==> src/rtl/fpu_pkg.sv <==
// fpu_pkg: shared definitions for the FPU request scheduler.
//   - scheduler state enum
//   - result status codes (core pass-through codes plus the scheduler timeout code)
//   - operand format: 1 sign / 6 exponent / 25 mantissa bits, exponent bias 31
//   - helper to expand a requester id into a one-hot vector
package fpu_pkg;

    localparam int unsigned SIGN_W = 1;
    localparam int unsigned EXP_W  = 6;
    localparam int unsigned MAN_W  = 25;
    localparam int unsigned WORD_W = SIGN_W + EXP_W + MAN_W;
    localparam int unsigned BIAS   = 31;

    localparam logic [3:0] STATUS_EXACT     = 4'b0001;
    localparam logic [3:0] STATUS_OVERFLOW  = 4'b0011;
    localparam logic [3:0] STATUS_UNDERFLOW = 4'b0111;
    localparam logic [3:0] STATUS_INEXACT   = 4'b1111;
    localparam logic [3:0] STATUS_TIMEOUT   = 4'b1001;

    typedef enum logic [1:0] {
        StIdle,
        StIssue,
        StWait,
        StRespond
    } fpu_state_e;

    function automatic logic [1:0] id_to_onehot(input logic id);
        return id ? 2'b10 : 2'b01;
    endfunction

endpackage

==> src/rtl/fpu_rr_arb.sv <==
// fpu_rr_arb: two-requester round-robin grant.
//   req  - pending requests
//   ptr  - preferred requester; it wins when both request
//   gnt  - one-hot grant (all zero when nothing is pending)
// A lone request is granted whatever the pointer says.
module fpu_rr_arb (
    input  logic [1:0] req,
    input  logic       ptr,
    output logic [1:0] gnt
);

    always_comb begin
        gnt = 2'b00;
        if (req[ptr]) begin
            gnt[ptr] = 1'b1;
        end else if (req[~ptr]) begin
            gnt[~ptr] = 1'b1;
        end
    end

endmodule

==> src/rtl/fpu_sched.sv <==
// fpu_sched: arbitrates two requesters onto a single floating-point adder core.
// One operation is in flight at a time: IDLE -> ISSUE -> WAIT -> RESPOND -> IDLE.
//
// Ports
//   clock, reset          rising-edge clock, asynchronous active-low reset
//   req_valid/req_ready   per-requester request handshake (ready pulses in IDLE only)
//   req_a, req_b          per-requester operands (1/6/25 format, bias 31)
//   rsp_valid/rsp_ready   per-requester response handshake
//   rsp_data, rsp_status  response payload, qualified by rsp_valid
//   fpu_start             one-cycle launch pulse to the core
//   fpu_op_a, fpu_op_b    latched operands, stable from ISSUE until back in IDLE
//   fpu_done              core result strobe; honoured only in WAIT
//   fpu_data, fpu_status  core result, sampled with fpu_done
//   busy                  high whenever the scheduler is not in IDLE
//
// Build option: define FPU_SCHED_TIMEOUT_EN to abort a WAIT that lasts TIMEOUT_CYCLES
// cycles, answering with data 0 and the timeout status. Without it WAIT has no bound.
module fpu_sched
    import fpu_pkg::*;
#(
    parameter int unsigned TIMEOUT_CYCLES = 16
) (
    input  logic             clock,
    input  logic             reset,
    input  logic [1:0]       req_valid,
    output logic [1:0]       req_ready,
    input  logic [1:0][31:0] req_a,
    input  logic [1:0][31:0] req_b,
    output logic [1:0]       rsp_valid,
    input  logic [1:0]       rsp_ready,
    output logic [31:0]      rsp_data,
    output logic [3:0]       rsp_status,
    output logic             fpu_start,
    output logic [31:0]      fpu_op_a,
    output logic [31:0]      fpu_op_b,
    input  logic             fpu_done,
    input  logic [31:0]      fpu_data,
    input  logic [3:0]       fpu_status,
    output logic             busy
);

    fpu_state_e state_q;
    logic       ptr_q;      // preferred requester for the next simultaneous request
    logic       gnt_id_q;   // requester owning the in-flight operation
    logic [1:0] gnt;

`ifdef FPU_SCHED_TIMEOUT_EN
    localparam int unsigned CNT_W = (TIMEOUT_CYCLES > 1) ? $clog2(TIMEOUT_CYCLES) : 1;
    logic [CNT_W-1:0] wait_cnt_q;
`endif

    fpu_rr_arb u_arb (
        .req (req_valid),
        .ptr (ptr_q),
        .gnt (gnt)
    );

    // The grant is offered combinationally so a requester sees ready in the same cycle it
    // is accepted; masking with reset keeps ready low while reset is held.
    assign req_ready = (state_q == StIdle && reset) ? gnt : 2'b00;

    always_ff @(posedge clock or negedge reset) begin
        if (!reset) begin
            state_q    <= StIdle;
            ptr_q      <= 1'b0;
            gnt_id_q   <= 1'b0;
            rsp_valid  <= 2'b00;
            rsp_data   <= '0;
            rsp_status <= '0;
            fpu_start  <= 1'b0;
            fpu_op_a   <= '0;
            fpu_op_b   <= '0;
            busy       <= 1'b0;
`ifdef FPU_SCHED_TIMEOUT_EN
            wait_cnt_q <= '0;
`endif
        end else begin
            fpu_start <= 1'b0;
            unique case (state_q)
                StIdle: begin
                    if (|gnt) begin
                        gnt_id_q  <= gnt[1];
                        fpu_op_a  <= req_a[gnt[1]];
                        fpu_op_b  <= req_b[gnt[1]];
                        fpu_start <= 1'b1;
                        busy      <= 1'b1;
                        state_q   <= StIssue;
                    end
                end
                StIssue: begin
`ifdef FPU_SCHED_TIMEOUT_EN
                    wait_cnt_q <= '0;
`endif
                    state_q <= StWait;
                end
                StWait: begin
                    if (fpu_done) begin
                        rsp_data   <= fpu_data;
                        rsp_status <= fpu_status;
                        rsp_valid  <= id_to_onehot(gnt_id_q);
                        state_q    <= StRespond;
`ifdef FPU_SCHED_TIMEOUT_EN
                    end else if (wait_cnt_q == CNT_W'(TIMEOUT_CYCLES - 1)) begin
                        rsp_data   <= '0;
                        rsp_status <= STATUS_TIMEOUT;
                        rsp_valid  <= id_to_onehot(gnt_id_q);
                        state_q    <= StRespond;
                    end else begin
                        wait_cnt_q <= wait_cnt_q + CNT_W'(1);
`endif
                    end
                end
                StRespond: begin
                    // Only the owner's rsp_ready completes the response.
                    if (rsp_ready[gnt_id_q]) begin
                        rsp_valid <= 2'b00;
                        busy      <= 1'b0;
                        ptr_q     <= ~gnt_id_q;
                        state_q   <= StIdle;
                    end
                end
                default: state_q <= StIdle;
            endcase
        end
    end

endmodule

==> config.mk <==
export PLATFORM = sky130hd
export DESIGN_NAME = fpu_sched
export DESIGN_NICKNAME = d
export VERILOG_FILES = /design/src/rtl/fpu_pkg.sv /design/src/rtl/fpu_rr_arb.sv /design/src/rtl/fpu_sched.sv
export SDC_FILE = /design/constraint.sdc
export NUM_CORES = 1
export LEC_CHECK = 0
export ABC_AREA = 1
export BUFFER_PORTS_ARGS = -buffer_cell sky130_fd_sc_hd__buf_2
export CORE_ASPECT_RATIO = 0.6
export CORE_UTILIZATION = 48
export CTS_CLUSTER_DIAMETER = 60
export DETAILED_ROUTE_END_ITERATION = 12
export PLACE_DENSITY = 0.88
export SYNTH_ARGS = -nofsm -noshare
export SYNTH_HDL_FRONTEND = slang
export SYNTH_HIERARCHICAL = 1
export SYNTH_SLANG_ARGS = --single-unit
==> constraint.sdc <==
create_clock -name clock -period 4.2 [get_ports clock]
set_input_delay 0.63 -clock clock [delete_from_list [all_inputs] [get_ports clock]]
set_output_delay 0.63 -clock clock [all_outputs]
set_load 0.005 [all_outputs]
# [Word-level counts from Yosys, hierarchy flattened]
# Cells that the tools add are included.
[word_totals] ff_bits=108 out_inout_bits=106
[classes] magnitude_cmp=6 eq_ne=6 mux=29 bitwise=2 n_reduce_logical=13
[ops] op="two-way mux 32 bit" count=4
[ops] op="two-way mux 2 bit" count=8
[ops] op="two-way mux 1 bit" count=12
[ops] op="AND reduction 3 bit" count=3
[ops] op="less-than comparator 1 x 2 -> 1 bit, second input constant" count=4
[ops] op="one-hot mux 2 bit (4 select lines)" count=1
[ops] op="AND reduction 2 bit" count=3
[ops] op="== test 2 bit, second input constant" count=2
[ops] op="!= test 2 bit, second input constant" count=2
[ops] op="one-hot mux 2 bit (2 select lines)" count=1
[ops] op="nonzero test 2 bit" count=2
[ops] op="logical AND 1 bit" count=3
[ops] op="demux 1 bit (select 1 bit)" count=2
[ops] op="== test 2 x 1 -> 1 bit, second input constant" count=1
[ops] op="greater-or-equal comparator 1 bit, second input constant" count=2
[ops] op="logical NOT 2 bit" count=1
[ops] op="!= test 2 x 1 -> 1 bit, second input constant" count=1
[ops] op="NOT 1 bit" count=2
[ops] op="one-hot mux 1 bit (2 select lines)" count=1
[ops] op="OR reduction 2 bit" count=1

# [Longest topological paths before layout]
[logic_depth] ltp_word=10 ltp_mapped=8 mapped_depth_nobuf=8

# [Hierarchy]
# Netlist, hierarchy kept.
[modules_own_cells] module="fpu_sched" n_inst=1 cells_each=482 area_per_inst_um2=4895.9
[modules_own_cells] module="fpu_rr_arb" n_inst=1 cells_each=4 area_per_inst_um2=27.5

# [Least setup slack after synthesis]
# No wires, ideal clock.
[synth_path] path_type="input to output" startpoint="in req_valid[1]" endpoint="out req_ready[1]" t_arrival_ps=1243 required_time_ps=3570 slack_ps=2327 path_stages=5 cell_sequence="inv_1 -> a21oi_2 -> inv_2 -> clkbuf_1 -> nor3_1"
[synth_between] elab_chain_len=5 word_cells_on_any_way=7
[synth_lines] element="from (decl)" line="fpu_sched.sv:25" text="input logic [1:0] req_valid,"
[synth_lines] element="two-way mux 1 bit (not written as such) (2 in series)" line="fpu_rr_arb.sv:16" text="end else if (req[~ptr]) begin"
[synth_lines] element="two-way mux 2 bit" line="fpu_rr_arb.sv:16"
[synth_lines] element="two-way mux 2 bit *" line="fpu_rr_arb.sv:14" text="if (req[ptr]) begin"
[synth_lines] element="via gnt[1]" line="fpu_sched.sv:45" text="logic [1:0] gnt;"
[synth_lines] element="two-way mux 2 bit *" line="fpu_sched.sv:60" text="assign req_ready = (state_q == StIdle && reset) ? gnt : 2'b00;"
[synth_lines] element="to (decl)" line="fpu_sched.sv:26" text="output logic [1:0] req_ready,"
# The timed path passes the listed nets; every way through them passes the cells marked *. The select of a mux whose other input is x is not followed.

# [Worst setup path in the final report]
[layout_path] startpoint="reg ptr_q" endpoint="out req_ready[1]"
[layout_between] elab_chain_len=8 word_cells_on_any_way=18
[layout_lines] element="from (decl)" line="fpu_sched.sv:43" text="logic ptr_q;"
[layout_lines] element="from (signal assigned)" line="fpu_sched.sv:118" text="ptr_q <= ~gnt_id_q;"
[layout_lines] element="NOT 1 bit" line="fpu_rr_arb.sv:17" text="gnt[~ptr] = 1'b1;"
[layout_lines] element="less-than comparator 1 x 2 -> 1 bit (not written as such) / greater-or-equal comparator 1 bit (equally long branches)" line="fpu_rr_arb.sv:17"
[layout_lines] element="logical AND 1 bit (not written as such)" line="fpu_rr_arb.sv:17"
[layout_lines] element="two-way mux 1 bit (not written as such)" line="fpu_rr_arb.sv:17"
[layout_lines] element="demux 1 bit (select 1 bit)"
[layout_lines] element="two-way mux 2 bit" line="fpu_rr_arb.sv:16"
[layout_lines] element="two-way mux 2 bit *" line="fpu_rr_arb.sv:14"
[layout_lines] element="via gnt[1]" line="fpu_sched.sv:45"
[layout_lines] element="two-way mux 2 bit *" line="fpu_sched.sv:60"
# Marked as above.

==> key figures <==
Yosys
  – FF+latch count, synth: between 100 and 150
  – Yosys top cell area share: 0.549
  – Most instantiated cells after synthesis: nand2_1 (144), dfrtp_1 (108), o211ai_1 (64)
  – Yosys top cell by area: dfrtp_1
  – Top-count cell post-synth: nand2_1
  – Mapped Area: 4920 um^2
  – Seq/Total Area, Yosys: 0.549
  – Net count after synthesis: approximately 660
  – Post-Synthesis Cells: between 400 and 500
  – Unique masters post-synth: 24
  – Asr flop ratio synth: 1.00
  – Leading register cell type out of synthesis: dfrtp_1
  – EDFF count, synth: 0
  – Synth top area cells: dfrtp_1 (55%), nand2_1 (11%), o211ai_1 (9.8%)
  – Yosys warns: 6
  – Syn Area/Cell: ~10 um^2

Die
  – IO Count: between 200 and 300
  – Initial Util: 0.497
  – Core footprint: between 9000 and 10000 um^2
  – Site Rows: 28
  – Die Area: 10700 um^2
  – Die X: roughly 130 um
  – Die extent in y: 80.5 um

Detailed routing
  – Average wire per standard cell: between 15 and 20 um
  – Aggregate routed wire length: 13400 um
  – DRT Pass-1 Iters: 4
  – DRC: 0
  – Iteration-0 DRC Markers: ~250
  – Via count: 4564
  – Antenna Violating Nets Remaining: 0
  – Vias per cell: ~5.2

Run status
  – Status: finished clean

Pwr
  – Maximum VDD drop: 0.480 mV
  – P per Cell Area: 689 nW/um^2
  – Pleak: around 0.0035 uW

Job
  – Max-Cap Viols: 0

STA
  – Hold WS: about 0.27 ns
  – Crit share post-route: 0.607
  – Final Hold Fails: 0
  – Setup TNS: 0 ns
  – Max-slew violation count: 0
  – Max Fclk: 392 MHz
  – Slew headroom: 0.291
  – Unrepaired setup endpoints after global routing: false
  – Final setup violation count: 0
  – Min Tclk post-route: around 2.5 ns
  – Worst Tran Pin Value: between 1 and 1.5 ns
  – Final WS setup: ~1.7 ns
  – Clock skew: 0.0105 ns

Worst setup path
  – CP Max Fanout: 67
  – Crit. End Element: output port
  – CP arrival: approximately 1.9 ns
  – Setup crit start kind: flop
  – Crit-path max cell delay: 0.66 ns
  – Cell Chain, Critical Path: inv_1 > a21oi_4 > inv_2 > nor3_1 > buf_2
  – CP max-delay cell: inv_2
  – Critical Path RT: 3.57 ns
  – CP top delay family: buffers and inverters
  – Worst path bufs/invs: 3
  – CP Class: reg -> out

GRT
  – Largest net degree at the start of global routing: 69
  – Number of antenna violations at the first check in global routing: 0
  – First-pass GRT wire length: 21200 um
  – Number of global-route vias before repair: around 4600
  – Grt total ovfl: 0
  – GRT Util Overall: 0.255

Clock tree
  – CTS Hold Bufs: 0
  – CTS buffer count: 9
  – Clk Tree Root Cell: clkbuf_16
  – Post_cts resized: 0
  – # Post-CTS Setup Buffers: 0
  – Skew-Pair Late Insertion Delay: 0.34 ns
  – Clock sink count: 108
  – H-tree Lvls: 3
  – Worst-path clk slew: about 0.07 ns
  – Clk buf depth: 2
  – CTS tree: done

Finish
  – Fraction of layout cells with a size suffix above 1: 0.483
  – # fillers: 795
  – Area grow syn2layout: 35.4%
  – Number of antenna diodes: 0
  – Nets: roughly 920

Hold path
  – Hold crit path type: in -> async

Placement
  – Port Buf Inserts: around 280
  – Pre-CTS setup slack: around 1.4 ns
  – Dpl hpwl: ~10000 um
  – GPL Wtd Cong: 0.877
[metal layers]
layer  track usage  vias up  routed length [um]  share of wire
li1              -     2144                   -              -
met1         0.313     2191                5620           0.42
met2         0.450      200                6730           0.50
met3        0.0581       29                 776          0.058
met4        0.0874        0                 272          0.020
met5             0        -                   0              0
[cell type report]
class                   instances  area, um^2  area share
inverters                      13        48.8     0.00732
repair buffers                279        1410       0.211
flip-flops and latches        108        2700       0.405
well taps                     135         169      0.0253
multi-input cells             335        2030       0.305
clock inverters                 6        70.1      0.0105
clock buffers                  10         239      0.0358
[per-stage QoR]
stage / util / power [uW] / area, um^2 / std cells
finish: 0.673 / 4590 / 6670 / 886
CTS: 0.673 / 4630 / 6670 / 886
global placement: 0.641 / 3620 / 6360 / 870
global route: 0.673 / 4930 / 6670 / 886
detailed placement: 0.641 / 3760 / 6360 / 870
floorplan: - / 2890 / 4920 / 486
[sequential cells by signal, indices dropped and copies added, names as in the netlist]
register,flops
rsp_valid,2
gnt_id_q,1
rsp_status,4
fpu_op_a,32
state_q,2
rsp_data,32
fpu_start,1
busy,1
ptr_q,1
fpu_op_b,32
[cells by family after synthesis]
| logic type | count (synthesis) | share of synthesized area |
|---|---|---|
| AOI/OAI and AO/OA | 71 | 0.109 |
| adders and majority gates | 5 | 0.0127 |
| buffers and inverters | 43 | 0.0399 |
| DFF | 108 | 0.549 |
| muxes | 36 | 0.0823 |
| and+or+nand+nor | 223 | 0.207 |
[worst paths after layout]
check                                              start                        to  slack [ns]  cells after the start
min in group clock              fpu_op_a[27]$_DFFE_PN0P_  fpu_op_a[27]$_DFFE_PN0P_        0.47                      2
worst min-delay path                               reset  rsp_data[11]$_DFFE_PN0P_        0.27                      1
worst min register to register  fpu_op_a[27]$_DFFE_PN0P_  fpu_op_a[27]$_DFFE_PN0P_        0.47                      2
max in group asynchronous                          reset   rsp_data[1]$_DFFE_PN0P_        2.69                      2
worst max-delay path                   ptr_q$_DFFE_PN0P_              req_ready[1]        1.65                      5
worst max register to register         ptr_q$_DFFE_PN0P_   fpu_op_a[3]$_DFFE_PN0P_        1.66                      7
[placed cells by master, fill, tap and decap left out]
master,Yosys,layout
clkbuf_8,0,1
bufinv_16,0,1
buf_4,5,4
nand2_1,144,144
ha_1,5,5
inv_6,0,2
clkinv_4,0,2
inv_1,11,11
o211ai_1,64,64
nand2_2,1,1
mux2_2,36,36
nor3_1,2,2
a21boi_2,1,1
nor2_1,3,3
dfrtp_1,108,108
inv_2,2,2
a21oi_4,1,2
clkinv_2,0,1
nand3_1,4,4
or2_0,28,28
or2_1,12,12
nand4_1,3,3
o21ai_0,4,4
clkbuf_16,0,9
or2_2,26,26
buf_2,7,275
[power breakdown]
part	internal [uW]	switching, uW
Clock	484	373
Sequential	1570	293
Combinational	881	992
Total	2940	1660
(Power assumes the default switching activity.)
